[src/rtl/serial_byte_rx_module_pkg.sv]
// Shared definitions for the serial byte receiver: FSM state encoding and defaults.
package serial_byte_rx_module_pkg;

  localparam int DATA_W_DEF = 8;

  typedef enum logic [2:0] {
    IDLE      = 3'd0,
    START_CHK = 3'd1,
    DATA      = 3'd2,
    PARITY    = 3'd3,
    STOP      = 3'd4
  } rx_state_t;

endpackage

[src/rtl/rx_bit_counter_module.sv]
// Data-bit counter: enable + synchronous clear, flags the last data bit (DATA_W-1).
module rx_bit_counter_module #(
  parameter  int DATA_W = 8,
  localparam int CW     = (DATA_W > 1) ? $clog2(DATA_W) : 1
) (
  input  logic clk,
  input  logic rst,
  input  logic en,
  input  logic clr,
  output logic tc
);

  logic [CW-1:0] bit_cnt;

  // Count taken data bits; clear wins so the counter wraps to 0 on leaving DATA.
  always_ff @(posedge clk or negedge rst) begin
    if (!rst)     bit_cnt <= '0;
    else if (clr) bit_cnt <= '0;
    else if (en)  bit_cnt <= bit_cnt + 1'b1;
  end

  assign tc = (bit_cnt == CW'(DATA_W - 1));

endmodule

[src/rtl/serial_byte_rx_module.sv]
// Serial-to-parallel deframer: start, DATA_W data bits LSB-first, optional parity, stop.
// Everything advances only on bit_en slots; status pulses last exactly one clk.
module serial_byte_rx_module
  import serial_byte_rx_module_pkg::*;
#(
  parameter int DATA_W     = DATA_W_DEF,
  parameter int PARITY_EN  = 1,
  parameter int PARITY_ODD = 0
) (
  input  logic              clk,
  input  logic              rst,
  input  logic              bit_en,
  input  logic              sin,
  output logic [DATA_W-1:0] byte_out,
  output logic              byte_valid,
  output logic              frame_err,
  output logic              parity_err,
  output logic              busy
);

  rx_state_t         state;
  logic [DATA_W-1:0] shift;
  logic              par_bad;
  logic              last_bit;
  logic              cnt_en;
  logic              cnt_clr;

  // The START_CHK slot already carries data bit 0, so counting starts there.
  assign cnt_en  = bit_en && (state == START_CHK || state == DATA);
  assign cnt_clr = bit_en && (state == DATA) && last_bit;

  rx_bit_counter_module #(.DATA_W(DATA_W)) u_cnt (
    .clk (clk),
    .rst (rst),
    .en  (cnt_en),
    .clr (cnt_clr),
    .tc  (last_bit)
  );

  assign busy = (state != IDLE);

  // Frame FSM, shift register and registered status pulses.
  always_ff @(posedge clk or negedge rst) begin
    if (!rst) begin
      state      <= IDLE;
      shift      <= '0;
      par_bad    <= 1'b0;
      byte_out   <= '0;
      byte_valid <= 1'b0;
      frame_err  <= 1'b0;
      parity_err <= 1'b0;
    end else begin
      byte_valid <= 1'b0;
      frame_err  <= 1'b0;
      parity_err <= 1'b0;
      if (bit_en) begin
        case (state)
          IDLE: begin
            // Clear here so a no-parity build never sees a stale mismatch.
            par_bad <= 1'b0;
            if (!sin) state <= START_CHK;
          end
          START_CHK: begin
            shift <= {sin, shift[DATA_W-1:1]};
            state <= DATA;
          end
          DATA: begin
            shift <= {sin, shift[DATA_W-1:1]};
            if (last_bit) state <= (PARITY_EN != 0) ? PARITY : STOP;
          end
          PARITY: begin
            par_bad <= (^shift) ^ sin ^ 1'(PARITY_ODD);
            state   <= STOP;
          end
          STOP: begin
            // A 0 here is a broken stop bit, never a new start.
            if (sin) begin
              if (par_bad) parity_err <= 1'b1;
              else begin
                byte_out   <= shift;
                byte_valid <= 1'b1;
              end
            end else begin
              frame_err  <= 1'b1;
              parity_err <= par_bad;
            end
            state <= IDLE;
          end
          default: state <= IDLE;
        endcase
      end
    end
  end

endmodule

[config.mk]
export PLATFORM = sky130hd
export DESIGN_NAME = serial_byte_rx_module
export DESIGN_NICKNAME = d
export VERILOG_FILES = /design/src/rtl/serial_byte_rx_module_pkg.sv /design/src/rtl/rx_bit_counter_module.sv /design/src/rtl/serial_byte_rx_module.sv
export SDC_FILE = /design/constraint.sdc
export NUM_CORES = 1
export LEC_CHECK = 0
export CAP_MARGIN = 20
export CELL_PAD_IN_SITES_DETAIL_PLACEMENT = 1
export CELL_PAD_IN_SITES_GLOBAL_PLACEMENT = 1
export CORE_AREA = 2 2 56 58
export DETAILED_ROUTE_END_ITERATION = 8
export DIE_AREA = 0 0 58 60
export GPL_TIMING_DRIVEN = 0
export PLACE_DENSITY = 0.73
export SETUP_SLACK_MARGIN = 0.4
export SYNTH_ARGS = -nofsm -noshare
export SYNTH_HDL_FRONTEND = slang
export SYNTH_SLANG_ARGS = --single-unit
[constraint.sdc]
create_clock -name clk -period 1.6 [get_ports clk]
set_input_delay 0.24 -clock clk [delete_from_list [all_inputs] [get_ports clk]]
set_output_delay 0.24 -clock clk [all_outputs]
set_load 0.1 [all_outputs]
* Word-level counts from Yosys, hierarchy flattened
Index checks and enable logic that the tools add are counted.
W data, S select, Z words.
** Operators by class
- Equal/unequal tests :: 7
- $add $sub $neg :: 1
- Multiplexer cells :: 17
- Reduce and logical (&&, ||, !) cells :: 14
- Bitwise operators :: 2
** Operators with widths (number)
- $mux W3 :: 4
- $pmux W3 S4 :: 1
- $mux W1 :: 11
- $reduce_xor A8 Y1 :: 1
- $eq A3 B2 Y1 const B :: 2
- $eq A3 B3 Y1 const B :: 2
- $ne A2 B2 Y1 const B :: 2
- $reduce_and A2 Y1 :: 2
- $reduce_and A4 Y1 :: 1
- $reduce_bool A2 Y1 :: 2
- $add A3 B1 Y3 const B :: 1
- $eq A3 B1 Y1 const B :: 1
- $logic_and A1 B1 Y1 :: 3
- $logic_not A3 Y1 :: 1
- $reduce_and A3 Y1 :: 1
- $reduce_bool A3 Y1 :: 1
- $pmux W1 S2 :: 1
- $reduce_or A2 Y1 :: 1
- $logic_or A1 B1 Y1 :: 1
- $not A1 Y1 :: 1
- $xor A1 B1 Y1 :: 1
** Word-level totals
- Input bits :: 4
- Bits in registers :: 26
- Output and inout bits :: 12
- Word-level logic and storage cells :: 49

* Depth between registers and ports, before layout
- Word-level depth :: 5
- Depth in mapped cells :: 6
- Mapped depth without buffers :: 6

* Hierarchy
Synthesis repeated with hierarchy kept, for this count alone.
** Second synthesis, totals
- Cell total of the unflattened synthesis :: 85
- Area, all modules :: 1154.9 sq um
** Modules (own cells, without submodules)
- serial_byte_rx_module :: instances 1, seq. area each 575.6 sq um, cells each 74, area an instance 1014.7 sq um
- rx_bit_counter_module :: instances 1, seq. area each 75.1 sq um, cells each 11, area an instance 140.1 sq um

* Worst setup path after synthesis
No wires, ideal clock.
- Kind :: register -> register
- Start point :: register u_cnt.bit_cnt[0]
- End point :: register u_cnt.bit_cnt[2]
- Required time :: 1.474 ns
- Setup time :: 0.126 ns
- Period minus slack after synthesis :: 1.439 ns
- Stages on the path, launching flop included :: 6
- Setup slack :: 0.161 ns
- Buffers on the path :: 0
- Arrival :: 1.313 ns
- Cell sequence :: dfrtp_1 > ha_1 > ha_1 > a32oi_1 > nor2_1 > a221o_1
** Between the ends
- Longest elaborated chain between the ends :: 3
- Elaborated cells on any way between the ends :: 6
- Those cells by class :: 1 x add/sub; 1 x eq/ne; 2 x mux; 2 x reduce/logical
** RTL lines
- start, declared :: line rx_bit_counter_module.sv:13 : logic [CW-1:0] bit_cnt;
- start signal, assigned :: line rx_bit_counter_module.sv:19 : else if (en) bit_cnt <= bit_cnt + 1'b1;
- $add A3 B1 Y3 / $eq A3 B3 Y1 (equally long branches) :: line rx_bit_counter_module.sv:19, rx_bit_counter_module.sv:22
- $mux W3 / $logic_and A1 B1 Y1 (equally long branches) :: line rx_bit_counter_module.sv:19, serial_byte_rx_module.sv:30
- $mux W3 / $reduce_bool A2 Y1 (equally long branches)
Several ways; a longest one is shown, not always the timed one. The select of a mux whose other input is x is not followed.
A chain may end at the register's enable or synchronous reset.

* Worst setup path in the final report
Ends and elaborated chain as after synthesis.

==> run metrics <==
first-pass GRT wire length=around 4 mm; GPL Wtd Cong=between 0.7 and 0.8; crit share post-route=0.921; I/O Pins=16; synth unique cells=27; minimum clock period=around 1.5 ns; Post-Synthesis Cells=92; Clock Latency Late Sink=roughly 0.33 ns; kind of critical path=flop to flop; hold crit path type=input port to async pin; XOR/XNOR Fraction of Synth Area=0.0770; crit path max fanout=5; Final #Nets=127; # H-tree levels=1; Critical Path Source=u_cnt.bit_cnt[0]; antenna-violating nets left=0; total die area=between 0.003 and 0.004 mm²; largest net degree at the start of global routing=16; RR Endpoint=u_cnt.bit_cnt[2]; WP data required=about 1.8 ns; # clock sinks=26; clk slew on worst S/H paths=~0.15 ns; Placed Area=0.00145 mm²; clock skew=0.0129 ns; worst path cell trace=ha_2, ha_4, a32oi_1, nor2_1, a221o_1; max-cap violation count=0; cts hold-fix bufs=0; CP startpoint kind=flop; Antenna Cells=0; vias in the first global route=887; CTS Root Cell=clkbuf_4; cell row count=20; drt total wl=approximately 2.4 mm; Via-to-Cell Ratio=between 5 and 6; gr ovfl total=0; Final Max Slew Viols=0; FF-to-FF Start=u_cnt.bit_cnt[0]; final setup violating endpoints=0; TNS Setup=0 ns; port bufs=15; total core area=0.00290 mm²; Slew @ Worst Pin=slightly above 0.6 ns; drt wl/cell=between 15 and 20 µm; critical path arrival=1.69 ns; synthesized-area fraction occupied by adder cells=0.0211; first drt pass iteration count=2; largest family of logic cells by synthesized area=multiplexers; Final Non-Filler Cells=approximately 150; slowest CP cell=dfrtp_1; Die X=about 58 µm; fmax=about 0.68 GHz; complex-gate fraction of the synthesized area=0.0686; Worst R2R Setup Slack=approximately 0.13 ns; Synth Register Bits=26; Final Hold Vio Count=0; Starting Density=0.409; initial antenna violation count=0; yosys warns=0; Non-Filler Cell Area, Final=0.00169 mm²; Synth Cell Area=between 0.001 and 0.0015 mm²; TritonCTS clock tree=yes; status=completed; dpl hpwl=between 1.5 and 2 mm; TritonCTS Buffers=3; First DRT Iteration DRCs=11; Avg Inst Size Synth=between 10 and 15 µm²; FILL cells=299; die height=about 60 µm; Net Count, Synth=98; Multi-input gate area=about 600 µm²; Total GRT Usage=0.162; mux cell area share after synthesis=0.161; Area Overhead vs Synth=42.1%; DRC=0; clk buf depth=2; Slew HR=0.595; delay of the slowest critical-path stage=0.45 ns; Critical Path Sink=u_cnt.bit_cnt[2]; Seq/Total Area, Yosys=0.549; worst r2r path cells=5; Synth Area in Simple Gates=0.0981; RSZ-0062 raised after global routing=yes; Cells after DPL=141; Seq. cell area=around 660 µm²; vias=between 800 and 900; crit end category=flop; ratio of cells with drive above 1 in the final layout=0.525
[layout make-up]
type                    instances  share of cell area
flip-flops and latches         26               0.392
inverters                       4             0.00891
clock buffers                   3              0.0134
well taps                      33              0.0245
plain buffers                   2              0.0134
multi-input cells              62               0.359
clock inverters                 1              0.0178
repair buffers                 22               0.171
[routing by layer]
metal,part of all wire,global-route usage,up-vias
li1,-,-,379
met1,0.44,0.196,415
met2,0.52,0.278,10
met3,0.022,0.0216,4
met4,0.021,0.0897,0
met5,0,0,-
[state kept, by name (all words and copies together), names as in the netlist]
name and flops:
frame_err 1, state 3, par_bad 1, byte_valid 1, byte_out 8, shift 8, u_cnt.bit_cnt 3, parity_err 1
[how the worst min path moves through the flow]
| stage | start | endpoint | slack, ns | depth (start not counted) |
|---|---|---|---|---|
| 6_report | rst | byte_out[5] | 0.27 | 1 |
| 5_1_grt | rst | byte_out[5] | 0.29 | 1 |
| 4_1_cts | rst | byte_out[5] | 0.29 | 1 |
| 3_5_place_dp | byte_out[5] | byte_out[5] | 0.50 | 1 |
| 3_3_place_gp | par_bad | parity_err | 0.49 | 1 |
| 2_1_floorplan | rst | byte_out[0] | -0.06 | 0 |
[cell usage after synthesis]
master,count,area share
nor2_1,3,0.0095
xnor3_1,1,0.019
and2_1,2,0.011
o21ai_1,1,0.0042
nand2_1,6,0.019
and3_2,1,0.0063
mux2_2,17,0.16
a32oi_1,1,0.0074
a21oi_1,1,0.0042
dfrtp_1,26,0.55
xor2_1,2,0.015
inv_1,4,0.013
nor3_1,1,0.0042
o21ai_0,7,0.030
buf_4,2,0.013
xor2_2,1,0.014
a22o_1,1,0.0074
nand3_1,1,0.0042
o311ai_0,1,0.0074
a221o_1,1,0.0084
nand2_2,1,0.0053
nand3b_4,1,0.017
xnor2_1,4,0.030
nor2b_1,2,0.011
and2b_1,1,0.0063
ha_1,2,0.021
nand2b_1,1,0.0053
[critical path: cells and delay by family, from the launching register on]
kind                       cells  cell delay, ns
and+or+nand+nor                1            0.05
adders and majority gates      2            0.43
DFF                            1            0.45
AOI/OAI and AO/OA              2            0.44
[timing repair]
action	in CTS	in global routing
pin swaps	6	4
setup endpoints to repair	33	33
gates resized for setup	96	12
setup buffers	6	0
cloned	2	0
[cells by family (layout without fill, tap and decap cells)]
logic type | Yosys count | after routing
adders and majority gates | 2 | 2
xor gates and xnor gates | 8 | 8
AOI/OAI and AO/OA | 13 | 13
buffers and inverters | 6 | 32
and+or+nand+nor | 20 | 22
muxes | 17 | 17
DFF | 26 | 26
[per-stage QoR]
step / util / hold slack (ns) / setup WS, ns
floorplan: - / -0.0556 / 0.233
global route: 0.581 / 0.287 / 0.0886
CTS: 0.563 / 0.293 / 0.120
finish: 0.581 / 0.272 / 0.126
detailed placement: 0.498 / 0.504 / -0.262
global placement: 0.493 / 0.488 / -0.257
[cells in the final DEF, fill, tap and decap left out, drive strengths merged, types with 2 or more instances in the layout]
cell,count
nand3b,2
clkbuf,3
xor2,3
ha,2
buf,21
mux2,17
and2,2
dfrtp,26
o21ai,8
nand2,8
xnor2,4
nor2b,2
inv,4
clkdlybuf4s50,3
nor2,3
Power is not shown: default switching activity piles up to over one toggle a cycle in this logic, so the estimate is an artifact.
